<file path="src/rtl/mem_arb_pkg.sv">
// Shared types and constants for the two-port (fetch/data) memory arbiter.
package mem_arb_pkg;

    typedef enum logic [1:0] {
        IDLE   = 2'd0,
        ACCESS = 2'd1,
        RESP   = 2'd2
    } arb_state_e;

    localparam logic SEL_FETCH = 1'b0;
    localparam logic SEL_DATA  = 1'b1;

    localparam int CNT_W = 4;

endpackage

</file>
<file path="src/rtl/arb_wait_counter.sv">
// Loadable 4-bit down-counter; tc flags that the current ACCESS cycle is the last one.
module arb_wait_counter
    import mem_arb_pkg::*;
(
    input  logic             clk,
    input  logic             reset,
    input  logic             load,
    input  logic [CNT_W-1:0] load_val,
    input  logic             dec,
    output logic             tc
);

    logic [CNT_W-1:0] cnt_q, cnt_d;

    always_comb begin
        cnt_d = cnt_q;
        if (load)
            cnt_d = load_val;
        else if (dec && (cnt_q != '0))
            cnt_d = cnt_q - 4'd1;
    end

    always_ff @(posedge clk or posedge reset) begin
        if (reset) cnt_q <= '0;
        else       cnt_q <= cnt_d;
    end

    assign tc = (cnt_q == '0);

endmodule

</file>
<file path="src/rtl/mem_port_arbiter.sv">
// Arbitrates a fetch port and a data port onto one memory with WAIT_CYCLES wait states.
// Define ARB_ROUND_ROBIN_EN for alternating contested grants; otherwise data always wins.
module mem_port_arbiter
    import mem_arb_pkg::*;
#(
    parameter int SIZE        = 32,
    parameter int WAIT_CYCLES = 1
) (
    input  logic            clk,
    input  logic            reset,
    input  logic            i_req,
    input  logic [SIZE-1:0] i_addr,
    output logic            i_done,
    input  logic            d_req,
    input  logic            d_we,
    input  logic [SIZE-1:0] d_addr,
    input  logic [SIZE-1:0] d_wdata,
    output logic            d_done,
    output logic [SIZE-1:0] rdata,
    output logic            mem_sel,
    output logic            mem_en,
    output logic            mem_we,
    output logic [SIZE-1:0] mem_addr,
    output logic [SIZE-1:0] mem_wdata,
    input  logic [SIZE-1:0] mem_rdata
);

    localparam logic [CNT_W-1:0] WAIT_LD = CNT_W'(WAIT_CYCLES);

    arb_state_e      state_q, state_d;
    logic            sel_q, sel_d;
    logic            we_q, we_d;
    logic [SIZE-1:0] addr_q, addr_d;
    logic [SIZE-1:0] wdata_q, wdata_d;
    logic [SIZE-1:0] rdata_q, rdata_d;
    logic            grant_data;
    logic            cnt_load, cnt_dec, cnt_tc;

`ifdef ARB_ROUND_ROBIN_EN
    logic            last_q, last_d;
`endif

    always_comb begin
        grant_data = 1'b0;
        if (d_req && !i_req)
            grant_data = 1'b1;
        else if (i_req && !d_req)
            grant_data = 1'b0;
        else if (i_req && d_req) begin
`ifdef ARB_ROUND_ROBIN_EN
            grant_data = (last_q == SEL_FETCH);
`else
            grant_data = 1'b1;
`endif
        end
    end

    always_comb begin
        state_d  = state_q;
        sel_d    = sel_q;
        we_d     = we_q;
        addr_d   = addr_q;
        wdata_d  = wdata_q;
        rdata_d  = rdata_q;
        cnt_load = 1'b0;
        cnt_dec  = 1'b0;
`ifdef ARB_ROUND_ROBIN_EN
        last_d   = last_q;
`endif
        case (state_q)
            IDLE: begin
                if (i_req || d_req) begin
                    cnt_load = 1'b1;
                    state_d  = ACCESS;
                    if (grant_data) begin
                        sel_d   = SEL_DATA;
                        we_d    = d_we;
                        addr_d  = d_addr;
                        wdata_d = d_wdata;
                    end else begin
                        sel_d   = SEL_FETCH;
                        we_d    = 1'b0;
                        addr_d  = i_addr;
                        wdata_d = '0;
                    end
`ifdef ARB_ROUND_ROBIN_EN
                    last_d = grant_data ? SEL_DATA : SEL_FETCH;
`endif
                end
            end
            ACCESS: begin
                cnt_dec = 1'b1;
                if (cnt_tc) begin
                    rdata_d = mem_rdata;
                    state_d = RESP;
                end
            end
            RESP:    state_d = IDLE;
            default: state_d = IDLE;
        endcase
    end

    always_ff @(posedge clk or posedge reset) begin
        if (reset) begin
            state_q <= IDLE;
            sel_q   <= SEL_FETCH;
            we_q    <= 1'b0;
            addr_q  <= '0;
            wdata_q <= '0;
            rdata_q <= '0;
        end else begin
            state_q <= state_d;
            sel_q   <= sel_d;
            we_q    <= we_d;
            addr_q  <= addr_d;
            wdata_q <= wdata_d;
            rdata_q <= rdata_d;
        end
    end

`ifdef ARB_ROUND_ROBIN_EN
    // Starts at fetch so the first contested grant after reset goes to data.
    always_ff @(posedge clk or posedge reset) begin
        if (reset) last_q <= SEL_FETCH;
        else       last_q <= last_d;
    end
`endif

    arb_wait_counter u_wait (
        .clk      (clk),
        .reset    (reset),
        .load     (cnt_load),
        .load_val (WAIT_LD),
        .dec      (cnt_dec),
        .tc       (cnt_tc)
    );

    // Outputs decode straight from flops so reset clears them without waiting for an edge.
    assign mem_en    = (state_q == ACCESS);
    assign mem_we    = mem_en && we_q;
    assign mem_addr  = addr_q;
    assign mem_wdata = wdata_q;
    assign mem_sel   = sel_q;
    assign rdata     = rdata_q;
    assign i_done    = (state_q == RESP) && (sel_q == SEL_FETCH);
    assign d_done    = (state_q == RESP) && (sel_q == SEL_DATA);

endmodule

</file>
<file path="config.mk">
export PLATFORM = sky130hd
export DESIGN_NAME = mem_port_arbiter
export DESIGN_NICKNAME = d
export VERILOG_FILES = /design/src/rtl/mem_arb_pkg.sv /design/src/rtl/arb_wait_counter.sv /design/src/rtl/mem_port_arbiter.sv
export SDC_FILE = /design/constraint.sdc
export NUM_CORES = 1
export LEC_CHECK = 0
export BUFFER_PORTS_ARGS = -buffer_cell sky130_fd_sc_hd__buf_4
export CORE_MARGIN = 2
export CORE_UTILIZATION = 44
export DETAILED_ROUTE_END_ITERATION = 12
export PLACE_DENSITY = 0.75
export SKIP_CTS_REPAIR_TIMING = 1
export SLEW_MARGIN = 10
export SYNTH_ARGS = -nofsm -noshare
export SYNTH_HDL_FRONTEND = slang
export SYNTH_SLANG_ARGS = --single-unit
</file>
<file path="constraint.sdc">
create_clock -name clk -period 4.7 [get_ports clk]
set_input_delay 0.94 -clock clk [delete_from_list [all_inputs] [get_ports clk]]
set_output_delay 0.94 -clock clk [all_outputs]
set_load 0.05 [all_outputs]
</file>
==> impl_metrics.json <==
{
  "cts_root_buf": "clkbuf_8",
  "setup_viol": 0,
  "chipWidth_um": 102.7,
  "final_cells": 651,
  "cts_tree": "built",
  "start_util": 0.4451,
  "path_clk_slew_ns": 0.09,
  "synth_top_cells_by_area": "dfrtp_1, mux2_2, mux2_1",
  "numPortBuffers": 233,
  "sequentialPowerShare": 0.302,
  "hpwl_um": 7882,
  "synth_warnings": 0,
  "powerDensity_mw_per_mm2": 817.2,
  "multi_input_area_mm2": 0.001579,
  "share_comb_of_total_power": 0.602,
  "numCtsBuffers": 9,
  "cpPeakStageDelay_ns": 0.42,
  "core_mm2": 0.009639,
  "rsz0062_at_grt": "no",
  "slew_headroom": 0.2197,
  "synthSimpleGateAreaFrac": 0.02800,
  "rrSetupSlack_ns": 2.56,
  "cap_violations": 0,
  "yosys-mux-area-fraction": 0.2520,
  "ff2ff_path_depth": 5,
  "grt_pass1_wl_um": 15170,
  "power.switching_mw": 2.567,
  "synth_top_area_cell": "dfrtp_1",
  "htreeDepth": 3,
  "gr-usage-all-layers": 0.1881,
  "ir_drop_mv": 0.4229,
  "p_leak_nw": 3.125,
  "cts.path.max_buffers": 2,
  "post_drt_wl_per_cell_um": 15.90,
  "seq_area_mm2": 0.002603,
  "synth-adder-area-share": 0.005833,
  "rows": 36,
  "swShare": 0.4956,
  "die_y_um": 102.7,
  "antenna_found_initial": 0,
  "antenna_cells": 0,
  "hold_path_class": "reg2reg",
  "grt_max_degree": 73,
  "drc": 0,
  "nFillCells": 767,
  "finalWirelength_um": 10350,
  "hold_start": "rdata[12]",
  "synthXorXnorAreaFrac": 0,
  "place_inst": 635,
  "ioPinCount": 234,
  "fmax_mhz": 418.0,
  "skew_ns": 0.004780,
  "p_int_mw": 2.612,
  "critPathSlowestCell": "dfrtp_1",
  "path_class": "reg2out",
  "critPathLaunchType": "flop",
  "fin_nets": 649,
  "grt_pass1_vias": 3067,
  "r2r-start": "u_wait.cnt_q[0]",
  "worstSkewPairLatency_ns": 0.35,
  "cp.arrival_ns": 1.45,
  "drt-pass1-iter-count": 4,
  "cts_num_sinks": 104,
  "drv_slew": 0,
  "cp_cell_sequence": "nand2b_1, inv_2, and2_1, buf_4",
  "via_per_inst": 4.782,
  "holdPathStages": 1,
  "hold_viol": 0,
  "synthDominantCellAreaShare": 0.6066,
  "fin_crit_ns": 2.393,
  "syn_area_mm2": 0.004290,
  "seq_area_frac_synth": 0.6066,
  "drt_iter0_drc": 77,
  "finish.utilization": 0.6575,
  "grt-ovfl-total": 0,
  "clkPwrFrac": 0.096,
  "worst_hold_path.endpoint": "rdata[12]",
  "crit_path_max_fanout": 5,
  "drive_above_1_share": 0.6216,
  "fin_ws_ns": 2.308,
  "tns_ns": 0,
  "syn_avg_cell_area_um2": 15.05,
  "endpoint_kind": "primary output",
  "min_period_over_period": 0.5090,
  "syn_to_final_growth_pct": 47.71,
  "rr_endpoint": "rdata[27]",
  "synth_cell_type_count": 32,
  "outcome": "finished clean",
  "syn_nets": 420,
  "gp_congestion": 0.7734,
  "synth-compound-area-share": 0.08049,
  "tightest_slew_ns": 1.170,
  "place_ws_ns": 1.703,
  "hold_ws_ns": 0.4944,
  "vias": 3113,
  "syn_inst": 285,
  "synth_top_family_by_area": "multiplexers",
  "dieArea_mm2": 0.01056,
  "cp.required_ns": 3.76,
  "postRouteAntennaNets": 0,
  "ys_ff_latch": 104
}
critical path, delay by kind of cell, from the launching register on:
family / cells / cell delay [ns]
AND/OR/NAND/NOR: 2 / 0.35
buffers and inverters: 2 / 0.31
flip-flops: 1 / 0.42
cell usage after synthesis, drive strengths merged:
cell type / instances
clkbuf: 3
dfrtp: 104
or4b: 1
and2: 2
a21boi: 1
inv: 6
and3b: 1
o21ai: 3
nor3: 2
ha: 2
nor4: 1
mux2: 96
nor2: 1
nand2: 3
a21oi: 1
or2: 1
buf: 15
nor3b: 2
a22o: 33
a21o: 1
nor2b: 1
nand2b: 1
or3b: 1
or4: 1
a31o: 2
registers in the layout, summed over array words and instances, names as in the netlist:
| signal | cells |
|---|---|
| we_q | 1 |
| mem_addr | 32 |
| mem_wdata | 32 |
| rdata | 32 |
| u_wait.cnt_q | 4 |
| state_q | 2 |
| mem_sel | 1 |
metal layers:
layer / part of all wire / global-route usage
met5: 0 / 0
met4: 0.023 / 0.09312
met3: 0.071 / 0.03593
met2: 0.52 / 0.3208
met1: 0.38 / 0.2297
final cells by class:
| cell class | instances | area share |
|---|---|---|
| clock inverter | 3 | 0.002764 |
| inverter | 6 | 0.003949 |
| multi-input combinational | 157 | 0.2492 |
| clock buffer | 12 | 0.02448 |
| tap | 133 | 0.02626 |
| sequential | 104 | 0.4107 |
| timing repair buffer | 236 | 0.2827 |
stage by stage:
step	cell area (µm²)	power, mW
floorplan	4290	3.735
global route	6337	5.427
CTS	6310	5.216
finish	6337	5.179
detailed placement	6137	4.712
global placement	6137	4.644
cell families (layout without fill, tap and decap cells):
family / after synthesis / count (layout)
adder cells (fa/ha/maj): 2 / 2
AND/OR/NAND/NOR: 18 / 18
buffers and inverters: 24 / 257
AO/OA/AOI/OAI: 41 / 41
multiplexers: 96 / 96
flip-flops: 104 / 104
how the worst max path moves through the flow:
stage / start / cells after the start / slack (ns) / end
after detailed placement: d_req / 4 / 1.70 / u_wait.cnt_q[0]
final: state_q[1] / 4 / 2.31 / mem_we
after floorplan: reset / 1 / 1.03 / mem_addr[0]
after global placement: d_req / 4 / 1.77 / u_wait.cnt_q[0]
after CTS: d_req / 4 / 2.08 / u_wait.cnt_q[2]
after global routing: state_q[1] / 4 / 2.20 / mem_we
power groups by stage:
stage	sequential, mW	clock, mW	combinational (mW)
3_3_place_gp	1.56	0	3.08
2_1_floorplan	2.96	0	0.776
5_1_grt	1.62	0.553	3.26
6_report	1.56	0.497	3.12
4_1_cts	1.56	0.517	3.13
3_5_place_dp	1.57	0	3.14
cells in the final DEF, fill, tap and decap left out:
cell type | netlist | routed
nor2b_1 | 1 | 1
nand2b_1 | 1 | 1
a22o_1 | 33 | 33
clkinvlp_4 | 0 | 1
mux2_1 | 31 | 31
clkbuf_1 | 3 | 1
buf_16 | 0 | 1
a21boi_1 | 1 | 1
or4_1 | 1 | 1
nor2_1 | 1 | 1
nor3b_2 | 1 | 1
ha_1 | 2 | 2
nor3_1 | 2 | 2
clkbuf_8 | 0 | 11
inv_1 | 5 | 4
o21ai_4 | 0 | 1
or3b_2 | 1 | 1
nand2_2 | 1 | 1
o21ai_0 | 2 | 2
inv_2 | 1 | 1
a21o_1 | 1 | 1
buf_4 | 3 | 235
and2_1 | 2 | 2
a21oi_1 | 1 | 1
a31o_2 | 1 | 1
or2_0 | 1 | 1
or4b_1 | 1 | 1
clkinv_2 | 0 | 2
nand2_1 | 2 | 2
nor3b_1 | 1 | 1
mux2_2 | 65 | 65
dfrtp_1 | 104 | 104
nor4_1 | 1 | 1
inv_4 | 0 | 1
and3b_1 | 1 | 1
a31o_1 | 1 | 1
Note: power is estimated with default switching activity, not from simulation.
